==> config.mk <==
export PLATFORM = sky130hd
export DESIGN_NAME = mix_col_iter
export DESIGN_NICKNAME = d
export VERILOG_FILES = /design/src/rtl/aes_pkg.sv /design/src/rtl/mix_col_word.sv /design/src/rtl/mix_col_iter.sv
export SDC_FILE = /design/constraint.sdc
export NUM_CORES = 1
export LEC_CHECK = 0
export ABC_AREA = 1
export CORE_MARGIN = 5
export CORE_UTILIZATION = 50
export CTS_BUF_LIST = sky130_fd_sc_hd__clkbuf_16
export CTS_CLUSTER_SIZE = 10
export DETAILED_ROUTE_END_ITERATION = 8
export PLACE_DENSITY = 0.78
export SYNTH_ARGS = -nofsm -noshare
export SYNTH_HDL_FRONTEND = slang
export SYNTH_SLANG_ARGS = --single-unit
export TNS_END_PERCENT = 10
==> constraint.sdc <==
create_clock -name clk -period 2.4 [get_ports clk]
set_clock_uncertainty 0.2 [all_clocks]
set_input_delay 0.48 -clock clk [delete_from_list [all_inputs] [get_ports clk]]
set_output_delay 0.48 -clock clk [all_outputs]
set_load 0.02 [all_outputs]
==> src/rtl/aes_pkg.sv <==
// aes_pkg: GF(2^8) helpers, MixColumns constants and round-core FSM encoding
package aes_pkg;
  typedef enum logic [1:0] {IDLE = 2'd0, COMPUTE = 2'd1, DONE = 2'd2} state_e;
  localparam logic [7:0] GF_02 = 8'h02;
  localparam logic [7:0] GF_03 = 8'h03;
  localparam logic [7:0] GF_09 = 8'h09;
  localparam logic [7:0] GF_0B = 8'h0B;
  localparam logic [7:0] GF_0D = 8'h0D;
  localparam logic [7:0] GF_0E = 8'h0E;
  function automatic logic [7:0] xtime(logic [7:0] b);
    return {b[6:0], 1'b0} ^ (b[7] ? 8'h1B : 8'h00);
  endfunction
  // constant c folds the xtime chain down to a few XOR taps
  function automatic logic [7:0] gf_mul(logic [7:0] b, logic [7:0] c);
    logic [7:0] p, x;
    p = '0;
    x = b;
    for (int i = 0; i < 8; i++) begin
      p = c[3'(i)] ? p ^ x : p;
      x = xtime(x);
    end
    return p;
  endfunction
  function automatic logic [7:0] mix_row(logic [7:0] a0, logic [7:0] a1, logic [7:0] a2,
                                         logic [7:0] a3, logic inv);
    return inv ? gf_mul(a0, GF_0E) ^ gf_mul(a1, GF_0B) ^ gf_mul(a2, GF_0D) ^ gf_mul(a3, GF_09)
               : gf_mul(a0, GF_02) ^ gf_mul(a1, GF_03) ^ a2 ^ a3;
  endfunction
  function automatic logic [31:0] col_get(logic [127:0] s, logic [1:0] c);
    return s[{c, 5'd0} +: 32];
  endfunction
endpackage

==> src/rtl/mix_col_word.sv <==
// mix_col_word: combinational MixColumns / InvMixColumns of one 32-bit column
module mix_col_word
  import aes_pkg::*;
(
  input  logic [31:0] col_i,
  input  logic        inv_i,
  output logic [31:0] col_o
);
  logic [7:0] b0, b1, b2, b3;
  assign {b0, b1, b2, b3} = col_i;
  assign col_o = {mix_row(b0, b1, b2, b3, inv_i), mix_row(b1, b2, b3, b0, inv_i),
                  mix_row(b2, b3, b0, b1, inv_i), mix_row(b3, b0, b1, b2, inv_i)};
endmodule

==> src/rtl/mix_col_iter.sv <==
// mix_col_iter: iterative AES (Inv)MixColumns engine, COLS_PER_CYCLE columns per clock
module mix_col_iter
  import aes_pkg::*;
#(
  parameter int COLS_PER_CYCLE = 1
) (
  input  logic         clk,
  input  logic         rst_n,
  input  logic         in_valid,
  output logic         in_ready,
  input  logic [127:0] in_data,
  input  logic         in_inv,
  input  logic         in_enable,
  output logic         out_valid,
  input  logic         out_ready,
  output logic [127:0] out_data,
  output logic         busy
);
  localparam int NUM_BEATS = 4 / COLS_PER_CYCLE;
  localparam int BW = NUM_BEATS > 1 ? $clog2(NUM_BEATS) : 1;
  localparam logic [BW-1:0] LAST = BW'(NUM_BEATS - 1);
  state_e state_q, state_d;
  logic [BW-1:0] beat_q, beat_d;
  logic [127:0] data_q, data_d, res_q, res_d, res_nx;
  logic inv_q, inv_d;
  logic [31:0] col_out [COLS_PER_CYCLE];
  if (COLS_PER_CYCLE != 1 && COLS_PER_CYCLE != 2 && COLS_PER_CYCLE != 4) begin : g_bad
    $error("mix_col_iter: COLS_PER_CYCLE must be 1, 2 or 4");
  end
  for (genvar g = 0; g < COLS_PER_CYCLE; g++) begin : g_word
    mix_col_word u_word (
      .col_i(col_get(data_q, 2'(int'(beat_q) * COLS_PER_CYCLE + g))),
      .inv_i(inv_q),
      .col_o(col_out[g])
    );
  end
  // column c belongs to beat c/CPC and is produced by word unit c%CPC
  for (genvar c = 0; c < 4; c++) begin : g_res
    assign res_nx[32*c +: 32] = (BW'(c / COLS_PER_CYCLE) == beat_q) ? col_out[c % COLS_PER_CYCLE]
                                                                    : res_q[32*c +: 32];
  end
  assign in_ready  = state_q == IDLE;
  assign out_valid = state_q == DONE;
  assign busy      = state_q != IDLE;
  assign out_data  = res_q;
  always_comb begin
    state_d = state_q;
    beat_d  = beat_q;
    data_d  = data_q;
    inv_d   = inv_q;
    res_d   = res_q;
    if (state_q == IDLE) begin
      if (in_valid) begin
        data_d  = in_data;
        inv_d   = in_inv;
        beat_d  = '0;
        res_d   = in_enable ? res_q : in_data;
        state_d = in_enable ? COMPUTE : DONE;
      end
    end else if (state_q == COMPUTE) begin
      res_d   = res_nx;
      beat_d  = (beat_q == LAST) ? '0 : beat_q + BW'(1);
      state_d = (beat_q == LAST) ? DONE : COMPUTE;
    end else if (out_ready) begin
      state_d = IDLE;
    end
  end
  always_ff @(posedge clk or negedge rst_n) begin
    if (!rst_n) begin
      state_q <= IDLE;
      beat_q  <= '0;
      data_q  <= '0;
      inv_q   <= 1'b0;
      res_q   <= '0;
    end else begin
      state_q <= state_d;
      beat_q  <= beat_d;
      data_q  <= data_d;
      inv_q   <= inv_d;
      res_q   <= res_d;
    end
  end
endmodule
==> results of run 1 <==
## cell type report
| class | count | area share [%] |
|---|---|---|
| Sequential cell | 261 | 26.0 |
| Multi-Input combinational cell | 1916 | 42.8 |
| Tap cell | 448 | 2.23 |
| Clock buffer | 31 | 3.09 |
| Timing Repair Buffer | 636 | 24.2 |
| Clock inverter | 5 | 0.0898 |
| Inverter | 98 | 1.57 |
## placed cells by master (no fill, tap or decap), types with 4 or more instances in the layout
cell type          n
nand3_1          144
or2_1              8
clkdlybuf4s50_1  261
nand2_1          857
xnor2_2           13
nand2_2          111
dfrtp_1          260
xor2_4             7
clkbuf_16         33
a21o_1             4
nand2_4           67
ha_1               4
buf_12            39
xor2_1           103
o21ai_2            4
nand3_2           30
xnor2_1           43
inv_4              4
o21ai_1           11
nand3_4            4
inv_1             72
a21oi_1          216
nand3b_1           7
buf_4            307
o21ai_0           26
buf_6             22
inv_2             20
nor2_1           147
a21oi_2           56
or2_2              8
xnor2_4            4
xor2_2            23
## worst paths after layout
| check | slack (ps) | to | start |
|---|---|---|---|
| worst max-delay path | -670 | out_data[64] | beat_q[0] |
| worst min-delay path | 250 | out_data[19] | rst_n |
| worst max register to register | -670 | out_data[64] | beat_q[0] |
| worst min register to register | 270 | data_q[36] | data_q[36] |
| max in group asynchronous | 1010 | out_data[100] | rst_n |
| min in group clk | 270 | data_q[36] | data_q[36] |
## stage by stage
stage / instance area, um^2 / hold slack [ps] / setup WS [ps] / util (%)
2_1_floorplan: 17100 / -15.6 / -88.5 / -
3_3_place_gp: 22700 / 223 / -877 / 67.6
3_5_place_dp: 22700 / 227 / -923 / 67.6
4_1_cts: 24300 / 268 / -586 / 72.3
5_1_grt: 25100 / 284 / -870 / 74.8
6_report: 25100 / 250 / -668 / 74.8
## routing by layer
layer  vias up  GRT usage (%)  part of all wire, %
met1      9106           50.4                   39
met3       173           7.78                  9.7
met2      1073           59.2                   46
li1       8622              -                    -
met5         -              0                0.015
met4         2           13.0                  4.3
## repair_timing
| item | in CTS | in global routing |
|---|---|---|
| endpoints found under the setup margin | 131 | 130 |
| gates cloned | 1 | 2 |
| endpoints found under the hold margin | 47 | 0 |
| resized for setup | 150 | 161 |
| setup buffers | 11 | 19 |
| pin swaps | 20 | 52 |
| hold buffers | 1 | 0 |
## sequential cells by signal, indices dropped and copies added, names as in the netlist
register,cells
data_q,128
out_data,128
beat_q,2
state_q,2
inv_q,1
## worst max-delay path: cells and delay by family (launching register included)
family | cells | cell delay [ps]
flip-flops | 1 | 450
AO/OA/AOI/OAI | 2 | 500
buffers and inverters | 7 | 970
XOR/XNOR | 2 | 310
AND/OR/NAND/NOR | 6 | 480
## cell families (layout without fill, tap and decap cells)
kind of cell,count (synthesis),after routing,share of synthesized area (%)
AOI/OAI and AO/OA,325,325,10.4
xor gates and xnor gates,193,193,10.9
adders and majority gates,4,4,0.295
buffers and inverters,203,770,5.57
DFF,261,261,38.5
and+or+nand+nor,1394,1394,34.4
==> results.rst, run 1 <==
.. list-table::
   :header-rows: 1

   * - Metric
     - Value
   * - Final global-route overflow total
     - 0
   * - I/O Buffers
     - 264
   * - Sum of routed wire length over all layers
     - 72.9 mm
   * - Number of diodes added for antenna fixing
     - 0
   * - Longest Clk Path Bufs
     - 3
   * - Yosys cell types
     - 40
   * - Element type at the critical path start
     - register
   * - Fill cell total of the finished layout
     - 2522
   * - Chip Width
     - 194 um
   * - H-tree level count
     - 1
   * - CP required
     - 2610 ps
   * - Total number of yosys warnings
     - 0
   * - Most used standard cell by instance count after synthesis
     - nand2_1
   * - Critical Setup Path Class
     - reg -> reg
   * - Initial antenna violation count
     - 1
   * - Routed via count
     - 19000
   * - Number of DRC violations after detailed routing
     - 0
   * - Core ar.
     - 33500 um^2
   * - Worst path arrival time
     - 3280 ps
   * - Transition time of the tightest slew-check pin
     - 570 ps
   * - Area overhead of the layout relative to synthesis
     - 48.0%
   * - Clock sink count
     - 261
   * - Number of standard-cell rows in the floorplan
     - 67
   * - TritonCTS clock tree
     - built
   * - Post-synth net total
     - 2518
   * - Ports placed on the boundary
     - 265
   * - Routability-driven placement congestion ratio
     - 1.05
   * - Final setup margin
     - -668 ps
   * - Setup violators final
     - 129
   * - Initial DRT Pass Iterations
     - 6
   * - Proportion of synthesized chip area in sequential cells
     - 38.5%
   * - Fraction of registers with async set/reset
     - 100%
   * - Top cell by count, worst path
     - nand2_1
   * - Post-synthesis cell area
     - 17000 um^2
   * - First-pass GRT wire length
     - 110 mm
   * - Synth area leader
     - dfrtp_1
   * - Crit end category
     - register
   * - Initial Utilization
     - 50.6%
   * - Final antenna-violating net count
     - 0
   * - Count of max-cap constraint violations
     - 0
   * - Crit path max-delay cell type
     - dfrtp_2
   * - Most common flop cell mapped by yosys
     - dfrtp_1
   * - Area of the die
     - 37700 um^2
   * - Final hold viol count
     - 0
   * - Final #Nets
     - 3081
   * - Combined flip-flop and latch cell area
     - 6530 um^2
   * - Top cell type's share of synthesized area
     - 38.5%
   * - Via-per-instance ratio
     - 5.59
   * - Mapped Avg Cell Area
     - 7.12 um^2
   * - Achievable clock frequency
     - 0.326 GHz
   * - RSZ-0062 raised after global routing
     - yes
   * - Number of placed instances, taps included
     - 3325
   * - Largest net degree at the start of global routing
     - 91
   * - DP HPWL
     - 55.4 mm
   * - Worst hold path type
     - in -> async
   * - Clock Pin Slew Worst Setup and Hold Paths
     - 60 ps
   * - Die Y
     - 194 um
   * - Failing checks
     - setup timing
   * - Finished Layout Cells
     - 3395
   * - Total Neg Setup Slack
     - -74340 ps
   * - Number of pins with negative max-slew slack in the final report
     - 0
   * - Slowest stage delay, CP
     - 450 ps
   * - Number of global-route vias before repair
     - 18500
   * - Leading cell types by total area after synthesis
     - dfrtp_1 (39%), nand2_1 (21%), a21oi_1 (7.4%)
   * - Seq cells post-synth
     - 261
   * - Overall Global Routing Usage
     - 37.0%
   * - Area of combinational cells with multiple inputs
     - 10700 um^2
   * - Final clock period utilization by the worst path
     - 128%
   * - Detailed-route wire length per cell
     - 21.5 um
   * - Minimum period implied by the final worst setup slack
     - 3070 ps
   * - Max-slew headroom at the worst pin
     - 62.0%
   * - Number of cells produced by synthesis
     - 2380
   * - Status
     - finished with violations
   * - Top fanout value on the critical path
     - 8
   * - Share of post-route cells with drive strength above 1
     - 26.3%
   * - Post-synth top cells
     - nand2_1 (962), dfrtp_1 (261), a21oi_1 (252)
   * - Clock root buffer
     - clkbuf_16
   * - Crit path cell chain
     - clkinv_4 -> buf_12 -> buf_4 -> nand2_1 -> nand2_1 -> nand2_1 -> nand2_2 -> buf_4 -> buf_4 -> xor2_2 -> buf_4 -> xor2_1 -> inv_1 -> nand2_1 -> nand2_1 -> o221ai_4 -> a21oi_1
   * - Number of flops mapped to enable cells by yosys
     - 0
   * - Latest clock arrival within the worst-skew pair
     - 550 ps
   * - Number of buffers added by the clock tree synthesis step
     - 30
   * - Cell depth of the worst flop-to-flop path
     - 17
   * - Count of routing violations after the opening detailed-route iteration
     - 1936
Power of run 1 is not shown: default switching activity piles up to over one toggle a cycle in this logic, so the estimate is an artifact.
==> inputs of run 2 (changes only) <==
CTS_BUF_LIST = sky130_fd_sc_hd__clkbuf_8 sky130_fd_sc_hd__clkbuf_16   (was sky130_fd_sc_hd__clkbuf_16)
==> run 2 against run 1 <==
The flow still finishes with violations (setup timing). Clock-buffer cell count is 1 higher. Cell area rose by 0.26%. Critical path depth did not move. Maximum frequency is 0.36% higher. Sequential share of layout area decreased by 0.067 points. Core utilization increased by 0.19 points. Hold slack improved by 1.7 ps.
==> results.rst, run 2 (synthesized netlist as in run 1, its figures left out) <==
.. list-table::
   :header-rows: 1

   * - Metric
     - Value
   * - Status
     - finished with violations (unchanged)
   * - Failing checks
     - setup timing (unchanged)
   * - Number of placed instances, taps included
     - 3325 (unchanged)
   * - Most used cells in the layout excluding fill and tap cells
     - nand2_1 (858), buf_4 (307), clkdlybuf4s50_1 (261), dfrtp_1 (260), a21oi_1 (208) (was nand2_1 (857), buf_4 (307), clkdlybuf4s50_1 (261), dfrtp_1 (260), a21oi_1 (216))
   * - Die Y
     - 194 um (unchanged)
   * - Setup slack at placement
     - -923 ps (unchanged)
   * - Setup violators final
     - 129 (unchanged)
   * - Routed via count
     - 19100 (was 19000)
   * - Total Neg Setup Slack
     - -73820 ps (was -74340 ps)
   * - Area overhead of the layout relative to synthesis
     - 48.4% (was 48.0%)
   * - RSZ-0062 raised after global routing
     - yes (unchanged)
   * - Achievable clock frequency
     - 0.327 GHz (was 0.326 GHz)
   * - Detailed-route wire length per cell
     - 21.5 um (about the same)
   * - Launching point of the worst reg2reg path
     - beat_q[0] (unchanged)
   * - Initial DRT Pass Iterations
     - 5 (was 6)
   * - Sum of routed wire length over all layers
     - 72.9 mm (about the same)
   * - Worst hold path type
     - in -> async (unchanged)
   * - Longest Clk Path Bufs
     - 3 (unchanged)
   * - Initial antenna violation count
     - 1 (unchanged)
   * - Core ar.
     - 33500 um^2 (unchanged)
   * - I/O Buffers
     - 264 (unchanged)
   * - Final clock period utilization by the worst path
     - 127% (was 128%)
   * - Number of DRC violations after detailed routing
     - 0 (unchanged)
   * - Final setup margin
     - -657 ps (was -668 ps)
   * - Fill cell total of the finished layout
     - 2498 (was 2522)
   * - Element type at the critical path start
     - register (unchanged)
   * - Critical Setup Path Class
     - reg -> reg (unchanged)
   * - Number of standard-cell rows in the floorplan
     - 67 (unchanged)
   * - Final hold viol count
     - 0 (unchanged)
   * - Max-slew headroom at the worst pin
     - 61.1% (was 62.0%)
   * - Worst hold-check slack
     - 252 ps (was 250 ps)
   * - Transition time of the tightest slew-check pin
     - 580 ps (was 570 ps)
   * - Clock sink count
     - 261 (unchanged)
   * - Finished Layout Cells
     - 3396 (was 3395)
   * - Share of post-route cells with drive strength above 1
     - 26.7% (was 26.3%)
   * - Leading cell type in the layout, fill and taps excluded
     - nand2_1 (unchanged)
   * - H-tree level count
     - 1 (unchanged)
   * - RR Endpoint
     - out_data[64] (unchanged)
   * - Worst setup slack for register-to-register paths
     - -660 ps (was -670 ps)
   * - Final global-route overflow total
     - 0 (unchanged)
   * - Top fanout value on the critical path
     - 8 (unchanged)
   * - Crit end category
     - register (unchanged)
   * - Largest net degree at the start of global routing
     - 91 (unchanged)
   * - Routability-driven placement congestion ratio
     - 1.05 (unchanged)
   * - DP HPWL
     - 55.4 mm (unchanged)
   * - Area of the die
     - 37700 um^2 (unchanged)
   * - Number of pins with negative max-slew slack in the final report
     - 0 (unchanged)
   * - Number of buffers added by the clock tree synthesis step
     - 30 (unchanged)
   * - Minimum period implied by the final worst setup slack
     - 3060 ps (was 3070 ps)
   * - Overall Global Routing Usage
     - 37.0% (about the same)
   * - Cell depth of the worst flop-to-flop path
     - 17 (unchanged)
   * - Final #Nets
     - 3082 (was 3081)
   * - CP required
     - 2610 ps (about the same)
   * - Clock root buffer
     - clkbuf_16 (unchanged)
   * - Via-per-instance ratio
     - 5.63 (was 5.59)
   * - TritonCTS clock tree
     - built (unchanged)
   * - Count of routing violations after the opening detailed-route iteration
     - 2041 (was 1936)
   * - Latest clock arrival within the worst-skew pair
     - 550 ps (about the same)
   * - Chip Width
     - 194 um (unchanged)
   * - Number of diodes added for antenna fixing
     - 0 (unchanged)
   * - Ports placed on the boundary
     - 265 (unchanged)
   * - Initial Utilization
     - 50.6% (unchanged)
   * - Final antenna-violating net count
     - 0 (unchanged)
   * - Worst path arrival time
     - 3270 ps (was 3280 ps)
   * - Clock Pin Slew Worst Setup and Hold Paths
     - 60 ps (about the same)
   * - Number of global-route vias before repair
     - 18500 (about the same)
   * - Count of max-cap constraint violations
     - 0 (unchanged)
   * - First-pass GRT wire length
     - 110 mm (about the same)
[run 2: changes by cell type in the layout (fill, tap and decap cells not counted), sizes merged]
cell / previous run / this run
buf: 370 / 371
clkbuf: 33 / 34
clkinv: 5 / 4
[run 2: final cells by class]
class | instances | area, um^2 | share of cell area, %
clock inverters | 4 | 18.8 | 0.0746
inverters | 98 | 390 | 1.55
clock buffers | 32 | 790 | 3.14
multi-input cells | 1916 | 10800 | 42.8
well taps | 448 | 561 | 2.23
repair buffers | 637 | 6090 | 24.2
flip-flops and latches | 261 | 6530 | 26.0
[run 2: worst max path at each step]
| stage | from | endpoint | slack, ps | cells after the start |
|---|---|---|---|---|
| after detailed placement | beat_q[0] | out_data[92] | -920 | 21 |
| after CTS | beat_q[0] | out_data[27] | -590 | 20 |
| after global routing | beat_q[0] | out_data[11] | -870 | 21 |
| after floorplan | beat_q[0] | out_data[20] | -90 | 22 |
| after global placement | beat_q[0] | out_data[28] | -880 | 21 |
| final | beat_q[0] | out_data[64] | -660 | 17 |
[run 2: per-layer routing]
layer | global-route usage [%] | wire length, um | vias up
met4 | 13.0 | 3150 | 2
met1 | 50.4 | 28600 | 9173
met2 | 59.2 | 33700 | 1124
met3 | 7.78 | 7390 | 179
li1 | - | - | 8625
met5 | 0 | 11 | -
[run 2: worst max-delay path: stages (launching register included)]
cell      delay, ps
dfrtp_2         450
clkinv_4        150
buf_12          180
buf_4           140
nand2_1          80
nand2_1          70
nand2_1          70
nand2_2         110
buf_4           150
buf_4           150
xor2_2          180
buf_4           130
xor2_1          130
inv_1            60
nand2_1          60
nand2_1          80
o221ai_4        360
a21oi_1         130
[run 2: metrics by stage]
stage                     utilization [%]  area, um^2
after floorplan                         -       17100
after global placement               67.6       22700
after detailed placement             67.6       22700
after CTS                            72.4       24300
after global routing                 75.0       25200
final                                75.0       25200
[run 2: what timing repair did]
item,CTS,global route
hold buffers,1,0
buffers inserted,11,20
resized for setup,150,171
cloned,1,2
pin swaps,20,52
endpoints found under the hold margin,47,0
setup endpoints to repair,131,130
Power of run 2 is left out for the same reason.
